==> config.mk <==
export PLATFORM = sky130hd
export DESIGN_NAME = cmp_skip_ctrl
export DESIGN_NICKNAME = d
export VERILOG_FILES = /design/src/rtl/cmp_skip_ctrl.sv
export SDC_FILE = /design/constraint.sdc
export NUM_CORES = 1
export LEC_CHECK = 0
export ABC_AREA = 1
export CAP_MARGIN = 20
export CELL_PAD_IN_SITES_DETAIL_PLACEMENT = 1
export CELL_PAD_IN_SITES_GLOBAL_PLACEMENT = 2
export CORE_MARGIN = 1.5
export CORE_UTILIZATION = 27
export DETAILED_ROUTE_END_ITERATION = 7
export GPL_TIMING_DRIVEN = 1
export MAX_ROUTING_LAYER = met4
export PLACE_DENSITY = 0.78
export SKIP_CTS_REPAIR_TIMING = 1
export SLEW_MARGIN = 10
export SYNTH_ARGS = -nofsm -noshare
export SYNTH_HDL_FRONTEND = slang
export SYNTH_SLANG_ARGS = --single-unit
==> constraint.sdc <==
create_clock -name clk -period 1.85 [get_ports clk]
set_input_delay 0.37 -clock clk [delete_from_list [all_inputs] [get_ports clk]]
set_output_delay 0.37 -clock clk [all_outputs]
set_load 0.1 [all_outputs]
==> src/rtl/cmp_skip_ctrl.sv <==
// -----------------------------------------------------------------------------
// cmp_skip_ctrl
// Sequencer for the DR/AC equality datapath used by compare-type instructions
// (SEQ, SNE, BEQ, CMP). For each accepted start it reads one operand from
// memory into DR, waits one cycle for the external equality detector to settle
// on the new DR value, samples EQ and issues the next-PC update.
//
// Optional feature macro: CMP_TIMEOUT_EN
//   defined   : a REQ-state cycle counter aborts the memory read after TIMEOUT
//               cycles without mem_ack (err + done pulse, no PC write).
//   undefined : REQ waits indefinitely for mem_ack; err is constant 0.
// -----------------------------------------------------------------------------
module cmp_skip_ctrl #(
  parameter int WIDTH   = 19
`ifdef CMP_TIMEOUT_EN
  ,
  parameter int TIMEOUT = 15
`endif
) (
  input  logic             clk,
  input  logic             rst_n,
  input  logic             start,
  input  logic [1:0]       mode,
  input  logic [WIDTH-1:0] op_addr,
  input  logic [WIDTH-1:0] pc_in,
  input  logic [WIDTH-1:0] target,
  output logic             mem_req,
  output logic [WIDTH-1:0] mem_addr,
  input  logic             mem_ack,
  input  logic [WIDTH-1:0] mem_rdata,
  output logic [WIDTH-1:0] dr_out,
  input  logic             eq_in,
  output logic [WIDTH-1:0] pc_out,
  output logic             pc_we,
  output logic             eq_flag,
  output logic             busy,
  output logic             done,
  output logic             err
);

  typedef enum logic [1:0] {
    S_IDLE = 2'd0,
    S_REQ  = 2'd1,
    S_CMP  = 2'd2
  } state_t;

  typedef enum logic [1:0] {
    M_SEQ = 2'b00,  // skip if EQ
    M_SNE = 2'b01,  // skip if !EQ
    M_BEQ = 2'b10,  // branch to target if EQ
    M_CMP = 2'b11   // update eq_flag only
  } mode_t;

  localparam logic [WIDTH-1:0] ONE = WIDTH'(1);
  localparam logic [WIDTH-1:0] TWO = WIDTH'(2);

  // ---------------------------------------------------------------------------
  // State and registered outputs
  // ---------------------------------------------------------------------------
  state_t           state_q,    state_d;
  mode_t            mode_q,     mode_d;
  logic [WIDTH-1:0] pc_q,       pc_d;
  logic [WIDTH-1:0] target_q,   target_d;
  logic             mem_req_q,  mem_req_d;
  logic [WIDTH-1:0] mem_addr_q, mem_addr_d;
  logic [WIDTH-1:0] dr_q,       dr_d;
  logic [WIDTH-1:0] pc_out_q,   pc_out_d;
  logic             pc_we_q,    pc_we_d;
  logic             eq_flag_q,  eq_flag_d;
  logic             busy_q,     busy_d;
  logic             done_q,     done_d;
  logic             err_q,      err_d;

  // Asserted for the single REQ cycle in which the read is abandoned.
  logic             timeout_hit;

  // Candidate next-PC values, all wrapping modulo 2^WIDTH.
  logic [WIDTH-1:0] pc_plus1;
  logic [WIDTH-1:0] pc_plus2;

  assign pc_plus1 = pc_q + ONE;
  assign pc_plus2 = pc_q + TWO;

`ifdef CMP_TIMEOUT_EN
  // ---------------------------------------------------------------------------
  // REQ watchdog: counts REQ cycles; the read is abandoned at the end of the
  // TIMEOUT-th REQ cycle unless mem_ack arrives in that same cycle.
  // ---------------------------------------------------------------------------
  localparam int CW = (TIMEOUT < 2) ? 1 : $clog2(TIMEOUT + 1);

  logic [CW-1:0] cnt_q, cnt_d;

  // Counter runs only while a read is outstanding and restarts on every entry.
  always_comb begin
    cnt_d = '0;
    if (state_q == S_REQ) begin
      cnt_d = cnt_q + CW'(1);
    end
  end

  assign timeout_hit = (state_q == S_REQ) && !mem_ack &&
                       (cnt_q == CW'(TIMEOUT - 1));

  // Watchdog counter register.
  always_ff @(posedge clk or negedge rst_n) begin
    if (!rst_n) begin
      cnt_q <= '0;
    end else begin
      cnt_q <= cnt_d;
    end
  end
`else
  assign timeout_hit = 1'b0;
`endif

  // ---------------------------------------------------------------------------
  // Next-state and next-output logic for the IDLE -> REQ -> CMP -> IDLE flow.
  // ---------------------------------------------------------------------------
  always_comb begin
    // NOTE: every target gets a default before the case statement; a path that
    // skipped an assignment would otherwise infer a latch.
    state_d    = state_q;
    mode_d     = mode_q;
    pc_d       = pc_q;
    target_d   = target_q;
    mem_req_d  = mem_req_q;
    mem_addr_d = mem_addr_q;
    dr_d       = dr_q;
    pc_out_d   = pc_out_q;
    eq_flag_d  = eq_flag_q;
    pc_we_d    = 1'b0;
    done_d     = 1'b0;
    err_d      = 1'b0;

    unique case (state_q)
      S_IDLE: begin
        // Operands are captured here so the caller may change them freely
        // while the operation is in flight.
        if (start) begin
          mode_d     = mode_t'(mode);
          pc_d       = pc_in;
          target_d   = target;
          mem_req_d  = 1'b1;
          mem_addr_d = op_addr;
          state_d    = S_REQ;
        end
      end

      S_REQ: begin
        // mem_req/mem_addr are held untouched until the read resolves.
        if (mem_ack) begin
          dr_d      = mem_rdata;
          mem_req_d = 1'b0;
          state_d   = S_CMP;
        end else if (timeout_hit) begin
          mem_req_d = 1'b0;
          err_d     = 1'b1;
          done_d    = 1'b1;
          state_d   = S_IDLE;
        end
      end

      S_CMP: begin
        // DR was loaded on entry, so eq_in now reflects the new operand.
        eq_flag_d = eq_in;
        done_d    = 1'b1;
        state_d   = S_IDLE;
        unique case (mode_q)
          M_SEQ: begin
            pc_out_d = eq_in ? pc_plus2 : pc_plus1;
            pc_we_d  = 1'b1;
          end
          M_SNE: begin
            pc_out_d = eq_in ? pc_plus1 : pc_plus2;
            pc_we_d  = 1'b1;
          end
          M_BEQ: begin
            pc_out_d = eq_in ? target_q : pc_plus1;
            pc_we_d  = 1'b1;
          end
          M_CMP: begin
            pc_out_d = pc_out_q;
            pc_we_d  = 1'b0;
          end
          default: begin
            pc_out_d = pc_out_q;
            pc_we_d  = 1'b0;
          end
        endcase
      end

      default: begin
        state_d   = S_IDLE;
        mem_req_d = 1'b0;
      end
    endcase

    // busy is registered, so it follows the state being entered.
    busy_d = (state_d != S_IDLE);
  end

  // ---------------------------------------------------------------------------
  // State and output registers; reset clears everything asynchronously.
  // ---------------------------------------------------------------------------
  always_ff @(posedge clk or negedge rst_n) begin
    // NOTE: non-blocking assignments only, so every flop samples the values
    // from before this edge regardless of statement order.
    if (!rst_n) begin
      state_q    <= S_IDLE;
      mode_q     <= M_SEQ;
      pc_q       <= '0;
      target_q   <= '0;
      mem_req_q  <= 1'b0;
      mem_addr_q <= '0;
      dr_q       <= '0;
      pc_out_q   <= '0;
      pc_we_q    <= 1'b0;
      eq_flag_q  <= 1'b0;
      busy_q     <= 1'b0;
      done_q     <= 1'b0;
      err_q      <= 1'b0;
    end else begin
      state_q    <= state_d;
      mode_q     <= mode_d;
      pc_q       <= pc_d;
      target_q   <= target_d;
      mem_req_q  <= mem_req_d;
      mem_addr_q <= mem_addr_d;
      dr_q       <= dr_d;
      pc_out_q   <= pc_out_d;
      pc_we_q    <= pc_we_d;
      eq_flag_q  <= eq_flag_d;
      busy_q     <= busy_d;
      done_q     <= done_d;
      err_q      <= err_d;
    end
  end

  // ---------------------------------------------------------------------------
  // Output mapping
  // ---------------------------------------------------------------------------
  assign mem_req  = mem_req_q;
  assign mem_addr = mem_addr_q;
  assign dr_out   = dr_q;
  assign pc_out   = pc_out_q;
  assign pc_we    = pc_we_q;
  assign eq_flag  = eq_flag_q;
  assign busy     = busy_q;
  assign done     = done_q;
  assign err      = err_q;

endmodule

==> summary.md, run 1 <==
| Metric | Value |
|---|---|
| Final wirelength | 19600 um |
| CP bufs+invs | 3 |
| Worst vdd ir | 0.00106 V |
| Num CTS Buffers | 9 |
| Skew final | approximately 0.010 ns |
| Vias | just under 6000 |
| Largest net degree at the start of global routing | between 100 and 150 |
| CTS root buf | clkbuf_16 |
| Worst path max stage delay | about 0.46 ns |
| Fmax | 576 MHz |
| Asr flop ratio synth | between 90% and 100% |
| Post-layout util | a little over two fifths |
| Fin crit share | a little over nine tenths |
| Max_slew headroom | approximately 58% |
| Post-DRT Antenna Nets | 0 |
| Total design power | around 18 mW |
| #FFs+latches synth | 104 |
| Clock sinks | between 100 and 150 |
| Die Y | ~150 um |
| EDFF count, synth | 0 |
| Total gr overflow | 0 |
| Critical Path End Type | flip-flop |
| Crit-path slowest cell | dfrtp_2 |
| Main synth FF type | dfrtp_1 |
| Min-delay worst type | input port to async pin |
| DR vias/cell | roughly 4.6 |
| # IOs | about 150 |
| Vias in the first global route | approximately 6300 |
| Post-synthesis average cell area | slightly above 7 um^2 |
| Clock Pin Slew Worst Setup and Hold Paths | about 0.08 ns |
| Cell Chain, Critical Path | buf_4, inv_1, nor2_1, buf_4, nand2_1, xor2_1, nand2_1, nand3_1, nand3_1, nand3_1, nand2_1 |
| Synthesized area | around 5700 um^2 |
| Core region area | about 21000 um^2 |
| Max-Cap Viols | 0 |
| WL/cell | approximately 16 um |
| Slew Viols, Final | 0 |
| Syn Nets | 900 |
| IO buf count | ~140 |
| Count of final setup violators | 0 |
| RSZ-0062 raised after global routing | yes |
| Crit-path leading delay family | simple AND/OR/NAND/NOR gates |
| DR iter-0 viols | roughly 130 |
| Placer Congestion | roughly 0.8 |
| Crit start category | flip-flop |
| Fin Setup TNS | 0 ns |
| Run status | finished, final reports clean |
| Die area | around 22000 um^2 |
| First-pass GRT wire length | approximately 33000 um |
| Critical Path AT | roughly 2.0 ns |
| Htree depth | 3 |
| CTS tree | built |
| Syn Inst Count | between 800 and 900 |
| # DRC | 0 |
| FP Rows | 53 |
| Antenna violations before repair | 0 |
| Share of post-route cells with drive strength above 1 | 19.1% |
| Starting Density | between 20% and 30% |
| Die width | 149 um |
| Synth Warn # | 0 |
| Required @ worst endpoint | about 2.1 ns |
| Critical-path maximum fanout | 4 |
| Gr usage total | about a fifth |
| Later-pin clock latency in the skew report | 0.36 ns |
| NumNets Final | about 1100 |
| Final hold violation count | 0 |
| P_leak | around 4.2 nW |
| PwrDens | 2030 nW/um^2 |
| Synth cell types | 29 |
| Worst slew pin tran | roughly 0.63 ns |
| CTS max path bufs | 2 |
| HPWL Detailed | 15100 um |
| TritonRoute pass-1 iters | 4 |
| Sequential-to-total area share from yosys stat | approximately 46% |
| Fin crit period | about 1.7 ns |
| # diodes | 0 |
| Area Overhead vs Synth | 53.4% |
| Crit Path Category | flip-flop to flip-flop |
-- final cells by class --
class / count / area [um^2]
fill: 2517 / 12100
inverter: 49 / 184
clock inverter: 6 / 70.1
sequential: 104 / 2620
timing repair buffer: 188 / 2430
tap: 275 / 344
clock buffer: 10 / 239
multi-input combinational: 619 / 2890
-- where the power goes --
| part | internal (mW) | total [mW] | switching (mW) |
|---|---|---|---|
| registers | 3.28 | 4.45 | 1.17 |
| logic | 3.97 | 11.4 | 7.38 |
| clock network | 1.00 | 2.02 | 1.02 |
-- worst paths after layout --
path / from / end / slack, ns / cells after the start
min: rst_n / pc_q[14] / 0.02 / 2
max: pc_q[1] / pc_out[8] / 0.11 / 11
max reg2reg: pc_q[1] / pc_out[8] / 0.11 / 11
max in group asynchronous: rst_n / pc_out[18] / 1.30 / 2
min in group clk: state_q[0] / done / 0.48 / 1
min reg2reg: state_q[0] / done / 0.48 / 1
-- cells in the mapped netlist, types with 6 or more instances --
cell	n	area, um^2
nand2_1	389	1460
dfrtp_1	104	2600
nand3_1	85	425
inv_1	45	169
o21ai_0	39	195
nor2_1	25	93.8
clkbuf_1	24	90.1
xor2_1	11	96.3
buf_2	10	50.1
o21ai_1	10	50.1
nand2_2	9	56.3
a21oi_1	7	35.0
nor2_2	7	43.8
o211ai_1	6	45.0
or2_2	6	37.5
-- worst reg2reg max path: stages, from the launching register on --
cell and delay, ns:
dfrtp_2 0.46, buf_4 0.17, inv_1 0.07, nor2_1 0.05, buf_4 0.14, nand2_1 0.15, xor2_1 0.22, nand2_1 0.09
nand3_1 0.08, nand3_1 0.07, nand3_1 0.09, nand2_1 0.05
-- metrics by stage --
stage / std cells / setup slack, ns / hold slack, ns / area (um^2)
after floorplan: 812 / 0.193 / 0.0744 / 5720
after global placement: 1231 / -0.0678 / 0.448 / 8290
after detailed placement: 1231 / -0.0812 / 0.468 / 8290
after CTS: 1247 / -0.0318 / 0.0970 / 8600
after global routing: 1251 / -0.0451 / 0.118 / 8770
final: 1251 / 0.113 / 0.0185 / 8770
-- registers in the layout, indices dropped and copies added, names as in the netlist --
register / count
eq_flag: 1
done: 1
state_q: 2
pc_out: 19
mode_q: 2
mem_addr: 19
dr_out: 19
pc_q: 19
target_q: 19
mem_req: 1
busy: 1
pc_we: 1
-- cells in the final DEF (no fill, tap or decap), drive strengths merged --
cell type / count
a21oi: 7
a221oi: 1
a31oi: 1
and2: 1
buf: 107
clkbuf: 10
clkdlybuf4s50: 81
clkinv: 3
conb: 1
dfrtp: 104
ha: 5
inv: 52
nand2: 398
nand3: 85
nand4: 5
nor2: 37
o211ai: 6
o21ai: 51
o21bai: 1
or2: 6
xnor2: 3
xor2: 11
-- per-layer routing --
metal / up-vias / share of wire (%) / GRT usage (%)
li1: 2857 / - / -
met1: 2797 / 43 / 22.5
met2: 128 / 49 / 33.2
met3: 18 / 6.7 / 5.92
met4: 0 / 1.6 / 5.00
met5: - / 0 / -
-- kinds of logic (layout without fill, tap and decap cells) --
kind of cell               Yosys count  count (layout)  share of synthesized area, %
and+or+nand+nor                    532             532                          38.7
other                                1               1                        0.0656
buffers and inverters               89             253                          6.13
xor gates and xnor gates            14              14                          2.14
adders and majority gates            5               5                          1.09
DFF                                104             104                          45.5
AOI/OAI and AO/OA                   67              67                          6.39
Power figures use the tool's default switching activity.
==> run 2: changes to the inputs <==
Settings changed: TNS_END_PERCENT set to 50.
==> results of run 2 <==
Same layout as run 1: the final DEF is identical, and so are final timing and power.
==> run 3: changes to the inputs <==
Settings changed: CORE_MARGIN 1.5 to not set, PLACE_DENSITY 0.78 to 0.86.
==> summary.md, run 3 (synthesized netlist as in run 1, its figures left out) <==
| Metric | Value |
|---|---|
| DR vias/cell | 4.65 (was 4.64) |
| DR iter-0 viols | 191 (was 125) |
| Crit Path Category | flip-flop to flip-flop (unchanged) |
| Fmax | 577 MHz (was 576 MHz) |
| Area Overhead vs Synth | 54.2% (was 53.4%) |
| CTS root buf | clkbuf_16 (unchanged) |
| Setup crit start | pc_q[2] (was pc_q[1]) |
| Crit start category | flip-flop (unchanged) |
| Core region area | 20500 um^2 (was 20900 um^2) |
| Vias | 5792 (was 5800) |
| Later-pin clock latency in the skew report | 0.36 ns (about the same) |
| Run status | finished, final reports clean (unchanged) |
| Min-delay worst type | input port to async pin (unchanged) |
| Metal3 WL | 1240 um (was 1310 um) |
| CTS max path bufs | 2 (unchanged) |
| Die width | 148 um (was 149 um) |
| Antenna violations before repair | 1 (was 0) |
| Final hold violation count | 0 (unchanged) |
| Routed wl met2 | 9820 um (was 9660 um) |
| # IOs | 146 (unchanged) |
| Gr usage total | 20.3% (was 19.6%) |
| Vias in the first global route | 6295 (was 6269) |
| # DRC | 0 (unchanged) |
| Final instance area | 8820 um^2 (was 8770 um^2) |
| Largest net degree at the start of global routing | 58 (was 105) |
| TritonRoute pass-1 iters | 4 (unchanged) |
| Most frequent cells in the layout | nand2_1, dfrtp_1, clkdlybuf4s50_1 (unchanged) |
| Required @ worst endpoint | 2.10 ns (about the same) |
| Critical Path AT | 1.99 ns (about the same) |
| Top Layer Used | met4 (unchanged) |
| Critical-path maximum fanout | 5 (was 4) |
| Die Y | 148 um (was 149 um) |
| Worst Setup EP | pc_out[9] (was pc_out[8]) |
| Non-Filler Instances | 1245 (was 1251) |
| Clock Pin Slew Worst Setup and Hold Paths | 0.08 ns (about the same) |
| CTS tree | built (unchanged) |
| Dpl cell area | 8370 um^2 (was 8290 um^2) |
| Die area | 21800 um^2 (was 22100 um^2) |
| Final wirelength | 20200 um (was 19600 um) |
| # placed instances | 1225 (was 1231) |
| IO buf count | 144 (unchanged) |
| Placer Congestion | 0.838 (was 0.798) |
| PwrDens | 2030 nW/um^2 (about the same) |
| Skew final | 0.00959 ns (was 0.00998 ns) |
| Fin crit share | 93.7% (was 93.9%) |
| Clock sinks | 104 (unchanged) |
| WL met1 | 8760 um (was 8370 um) |
| Critical Path End Type | flip-flop (unchanged) |
| First-pass GRT wire length | 33100 um (was 32600 um) |
| NumNets Final | 1057 (was 1059) |
| FP Rows | 52 (was 53) |
| Share of post-route cells with drive strength above 1 | 18.4% (was 19.1%) |
| Max-Cap Viols | 0 (unchanged) |
| Max_slew headroom | 62.3% (was 57.9%) |
| # fillers | 2456 (was 2517) |
| WL/cell | 16.2 um (was 15.7 um) |
| HPWL Detailed | 15400 um (was 15100 um) |
| Worst R2R Start | pc_q[2] (was pc_q[1]) |
| Post-layout util | 43.0% (was 42.0%) |
| Htree depth | 3 (unchanged) |
| Commonest non-fill, non-tap cell in the layout | nand2_1 (unchanged) |
| Total gr overflow | 0 (unchanged) |
| Worst Reg-to-Reg Cells | 11 (unchanged) |
| Worst slew pin tran | 0.565 ns (was 0.632 ns) |
| Post-DRT Antenna Nets | 0 (unchanged) |
| RSZ-0062 raised after global routing | yes (unchanged) |
| Num CTS Buffers | 9 (unchanged) |
| Hold_ws | 0.412 ns (was 0.0185 ns) |
| Slew Viols, Final | 0 (unchanged) |
| R2R Setup Slk | 0.12 ns (was 0.11 ns) |
| Count of final setup violators | 0 (unchanged) |
| Worst vdd ir | 0.00122 V (was 0.00106 V) |
| R2R Path End | pc_out[9] (was pc_out[8]) |
| Starting Density | 27.9% (was 27.4%) |
| Fin crit period | 1.73 ns (was 1.74 ns) |
| P_leak | 4.20 nW (about the same) |
run 3: cell count changes in the layout (fill, tap and decap cells not counted), sizes merged:
cell / previous run / this run
buf: 107 / 104
clkinv: 3 / 6
inv: 52 / 49
diode: 0 / 1
dlygate4sd3: 0 / 1
run 3: report_power, final:
group	internal [mW]	leakage (nW)	switching, mW	total (mW)
Combinational	4.01	2.78	7.45	11.5
Clock	0.953	0.143	1.02	1.97
Sequential	3.28	1.28	1.19	4.47
Total	8.24	4.20	9.66	17.9
run 3: metal layers:
layer,GRT usage [%],vias to the layer above
li1,-,2858
met5,-,-
met4,5.72,0
met3,6.23,27
met1,24.0,2771
met2,33.3,136
run 3: cell type report:
cell class,instances,area [um^2],area share (%)
Antenna cell,1,2.50,0.0284
Clock buffer,10,229,2.60
Clock inverter,6,67.6,0.766
Inverter,49,184,2.09
Multi-Input combinational cell,619,2880,32.6
Sequential cell,104,2620,29.6
Tap cell,270,338,3.83
Timing Repair Buffer,186,2510,28.4
run 3: critical path: stages (launching register included):
cell	delay, ns
dfrtp_1	0.43
ha_4	0.18
nand2_2	0.08
nor2_4	0.19
nand3_2	0.11
xor2_2	0.19
buf_4	0.14
nand2_1	0.04
nand3_1	0.06
nand3_1	0.08
nand2_1	0.07
nand2_1	0.05
run 3: worst min-delay path by stage:
| stage | startpoint | endpoint | slack, ns | cells past startpoint |
|---|---|---|---|---|
| floorplan | rst_n | busy | 0.07 | 0 |
| global placement | rst_n | target_q[18] | 0.26 | 1 |
| detailed placement | rst_n | target_q[18] | 0.26 | 1 |
| CTS | rst_n | target_q[18] | -0.13 | 1 |
| global route | rst_n | pc_out[18] | 0.43 | 2 |
| finish | rst_n | target_q[18] | 0.41 | 2 |
run 3: metrics by stage:
step	total power, mW	setup TNS, ns	setup WS (ns)
after floorplan	11.1	0	0.193
after global placement	15.7	0	0.0288
after detailed placement	15.9	-0.00369	-0.00369
after CTS	17.9	-0.0425	-0.0351
after global routing	18.9	-0.320	-0.0529
final	17.9	0	0.117
==> RTL edit 1: new RTL, config.mk and constraints of run 3 <==
Build with the macro `CMP_TIMEOUT_EN` defined.
--- a/src/rtl/cmp_skip_ctrl.sv
+++ b/src/rtl/cmp_skip_ctrl.sv
@@ -10,6 +10,8 @@
 //               cycles without mem_ack (err + done pulse, no PC write).
 //   undefined : REQ waits indefinitely for mem_ack; err is constant 0.
 // -----------------------------------------------------------------------------
+`define CMP_TIMEOUT_EN
+
 module cmp_skip_ctrl #(
   parameter int WIDTH   = 19
 `ifdef CMP_TIMEOUT_EN
Function: no difference found for any inputs over 4 cycles, from zero or initial values and one cycle with rst_n low; that may be too few to reach the edited logic, so the function may still have changed.
==> RTL edit 1 against run 3 <==
Synthesized area is 5.3% higher. Setup slack worse by 0.10 ns. Wire length shrank 5.9%. Count of clock-buffer cells in the layout down 1. Sequential share of layout area shrank 0.090 points. Sequential cell count up 5. Cell area is 4.8% higher. Largest cell class unchanged.
Power is left out: the tool's default activity adds up to more than one toggle a clock period on the data nets, which glitch-free logic cannot reach.
==> RTL edit 1: results <==
group,metric,value,unit
outcome,outcome,"finished clean",
final_layout,utilization,42.34,%
placed_design,place_ws,-0.04309,ns
final_layout,layout.nets,959,
timing,hold_ws,0.4351,ns
route,wl_met2,9961,um
grt,use_met1,20.67,%
timing,finalClockSkew,0.01487,ns
final_layout,fillers,2444,
grt,grt_util_met3,4.759,%
yosys,synthDistinctLibCells,34,
route,wirelength_met1,7842,um
yosys,synth_xor_xnor_area_share,3.035,%
yosys,synth_fa_ha_area_share,2.079,%
setup_path,reg2reg_slack,0.02,ns
route,routed_wl,19040,um
route,drt-wirelength-per-cell,16.54,um
yosys,synth_commonest_cells,"nand2_1 (189), dfrtp_1 (109), nand3_1 (82)",
setup_path,rr_startpoint,"pc_q[1]$_DFFE_PN0P_",
grt,grt_util_met2,32.63,%
yosys,syn_nets,791,
setup_path,r2r_cells,13,
yosys,synth_compound_area_share,5.759,%
grt,grt_pass1_wl,31170,um
timing,max_slew_margin,73.28,%
yosys,syn_avg_cell_area,8.622,um^2
setup_path,worst_ep_arrival_time,2.10,ns
grt,grt_usage,18.48,%
placed_design,place_congestion,0.8150,
final_layout,n_antenna_cell,0,
[RTL edit 1: worst max path at each step]
stage / from / endpoint / slack [ns] / depth (start not counted)
floorplan: pc_q[2]$_DFFE_PN0P_ / pc_out[9]$_DFFE_PN0P_ / 0.16 / 11
global placement: eq_in / pc_out[0]$_DFFE_PN0P_ / -0.02 / 5
detailed placement: eq_in / pc_out[1]$_DFFE_PN0P_ / -0.04 / 8
CTS: pc_q[1]$_DFFE_PN0P_ / pc_out[12]$_DFFE_PN0P_ / -0.05 / 11
global route: pc_q[1]$_DFFE_PN0P_ / pc_out[13]$_DFFE_PN0P_ / -0.13 / 12
finish: pc_q[1]$_DFFE_PN0P_ / pc_out[14]$_DFFE_PN0P_ / 0.02 / 13
[RTL edit 1: cell type report]
class | count | area share, %
multi-input cells | 507 | 33.91
inverters | 50 | 2.085
repair buffers | 189 | 27.18
well taps | 280 | 3.791
clock buffers | 9 | 2.437
flip-flops and latches | 109 | 29.56
clock inverters | 7 | 1.043
==> RTL edit 2: new RTL, config.mk and constraints of run 3 <==
Without the edit above. Re-encode `state_t` (3 states) as one-hot, 3 bits wide.
--- a/src/rtl/cmp_skip_ctrl.sv
+++ b/src/rtl/cmp_skip_ctrl.sv
@@ -38,10 +38,10 @@
   output logic             err
 );
 
-  typedef enum logic [1:0] {
-    S_IDLE = 2'd0,
-    S_REQ  = 2'd1,
-    S_CMP  = 2'd2
+  typedef enum logic [2:0] {
+    S_IDLE = 3'b001,
+    S_REQ  = 3'b010,
+    S_CMP  = 3'b100
   } state_t;
 
   typedef enum logic [1:0] {
Check against the original RTL: no difference found for any inputs over 4 cycles, from zero or initial values and one cycle with rst_n low; so few cycles prove little.
==> RTL edit 2 against run 3 <==
Wire length down 6.7%. Clock skew up 0.0052 ns. Global-route usage down 1.3 points. Sequential share of layout area down 0.15 points. Synthesized area up 2.0%. Setup slack better by 0.015 ns. Cell area up 1.3%. Sequential cell count up 1. Power up 6.4%. Critical endpoint is now pc_out[11]$_DFFE_PN0P_.
==> RTL edit 2: results <==
group,metric,value,unit
yosys,yosys-top-cells-area,"dfrtp_1 (45%), nand2_1 (17%), mux2_2 (8.3%)",
route,drt-wirelength-per-cell,16.13,um
final_layout,fillers,2454,
route,wl_met2,9799,um
grt,grt_util_met3,5.566,%
grt,grt_pass1_vias,6061,
yosys,yosysSeqAreaShare,45.09,%
setup_path,worst_ep_arrival_time,1.97,ns
route,wl_met3,1054,um
route,wirelength_met1,7750,um
power_and_ir_drop,p_leak,4.158,nW
final_layout,sh_seq_area,29.50,%
grt,grt_antenna_before_repair,0,
power_and_ir_drop,power_density,2131,mW/mm^2
final_layout,nonClockBufferCount,190,
yosys,synthDistinctLibCells,37,
placed_design,placed_cell_area,0.008504,mm^2
route,vias,5470,
clocking,numCtsBuffers,9,
final_layout,drive_above_1_share,24.80,%
final_layout,n_antenna_cell,0,
setup_path,crit_fanout,4,
power_and_ir_drop,intPower,9.020,mW
timing,finalClockSkew,0.01482,ns
grt,grt_pass1_wl,31580,um
grt,grt_usage,18.99,%
final_layout,clk_share,3.458,%
outcome,outcome,"finished clean",
setup_path,cp_slowest_cell,"dfrtp_2",
yosys,synth_commonest_cells,"nand2_1 (257), dfrtp_1 (104), nand3_1 (74)",
yosys,syn_nets,813,
grt,grt_util_met2,33.09,%
final_layout,multi_input_area_share,32.69,%
power_and_ir_drop,p_clk,2.01,mW
grt,use_met1,21.18,%
final_layout,layout.nets,978,
placed_design,dp_hpwl,14450,um
power_and_ir_drop,peakVddDrop,1.084,mV
clocking,clock-sinks,105,
placed_design,place_congestion,0.8578,
final_layout,nonClkBufAreaFrac,28.52,%
[RTL edit 2: cell types whose count changed after synthesis, sizes merged, moves of 4 or more]
cell / change
a21oi: +16
nand3: -8
clkbuf: -5
nor2: +14
mux2: +43
nand2: -132
inv: -4
o21ai: -21
[RTL edit 2: metrics by stage]
stage / setup TNS [ns] / std cells
floorplan: 0 / 725
global placement: 0 / 1150
detailed placement: -0.06322 / 1150
CTS: -0.1110 / 1166
global route: -0.08639 / 1170
finish: 0 / 1170
[RTL edit 2: critical path: cells and delay by family, from the launching register on]
| family | cells | cell delay [ns] |
|---|---|---|
| xor+xnor | 1 | 0.16 |
| fa+ha+maj | 1 | 0.19 |
| flops | 1 | 0.44 |
| simple gates | 8 | 0.82 |
[RTL edit 2: kinds of logic after synthesis]
| family | share of synthesized area, % |
|---|---|
| AO/OA/AOI/OAI | 6.052 |
| flip-flops | 45.09 |
| AND/OR/NAND/NOR | 30.58 |
| multiplexers | 8.305 |
| XOR/XNOR | 2.554 |
| buffers and inverters | 6.288 |
| other | 0.06432 |
| adder cells (fa/ha/maj) | 1.073 |
[RTL edit 2: path summary, 6_finish.rpt]
kind                       cells past startpoint                startpoint                       end  slack [ns]
hold reg to reg                                1  target_q[16]$_DFFE_PN0P_  target_q[16]$_DFFE_PN0P_        0.51
hold / removal                                 2                     rst_n      state_q[2]$_DFF_PN0_        0.49
setup / recovery                              10       pc_q[2]$_DFFE_PN0P_    pc_out[11]$_DFFE_PN0P_        0.13
setup reg to reg                              10       pc_q[2]$_DFFE_PN0P_    pc_out[11]$_DFFE_PN0P_        0.13
min in group clk                               1  target_q[16]$_DFFE_PN0P_  target_q[16]$_DFFE_PN0P_        0.51
max in group asynchronous                      3                     rst_n       pc_q[1]$_DFFE_PN0P_        0.84
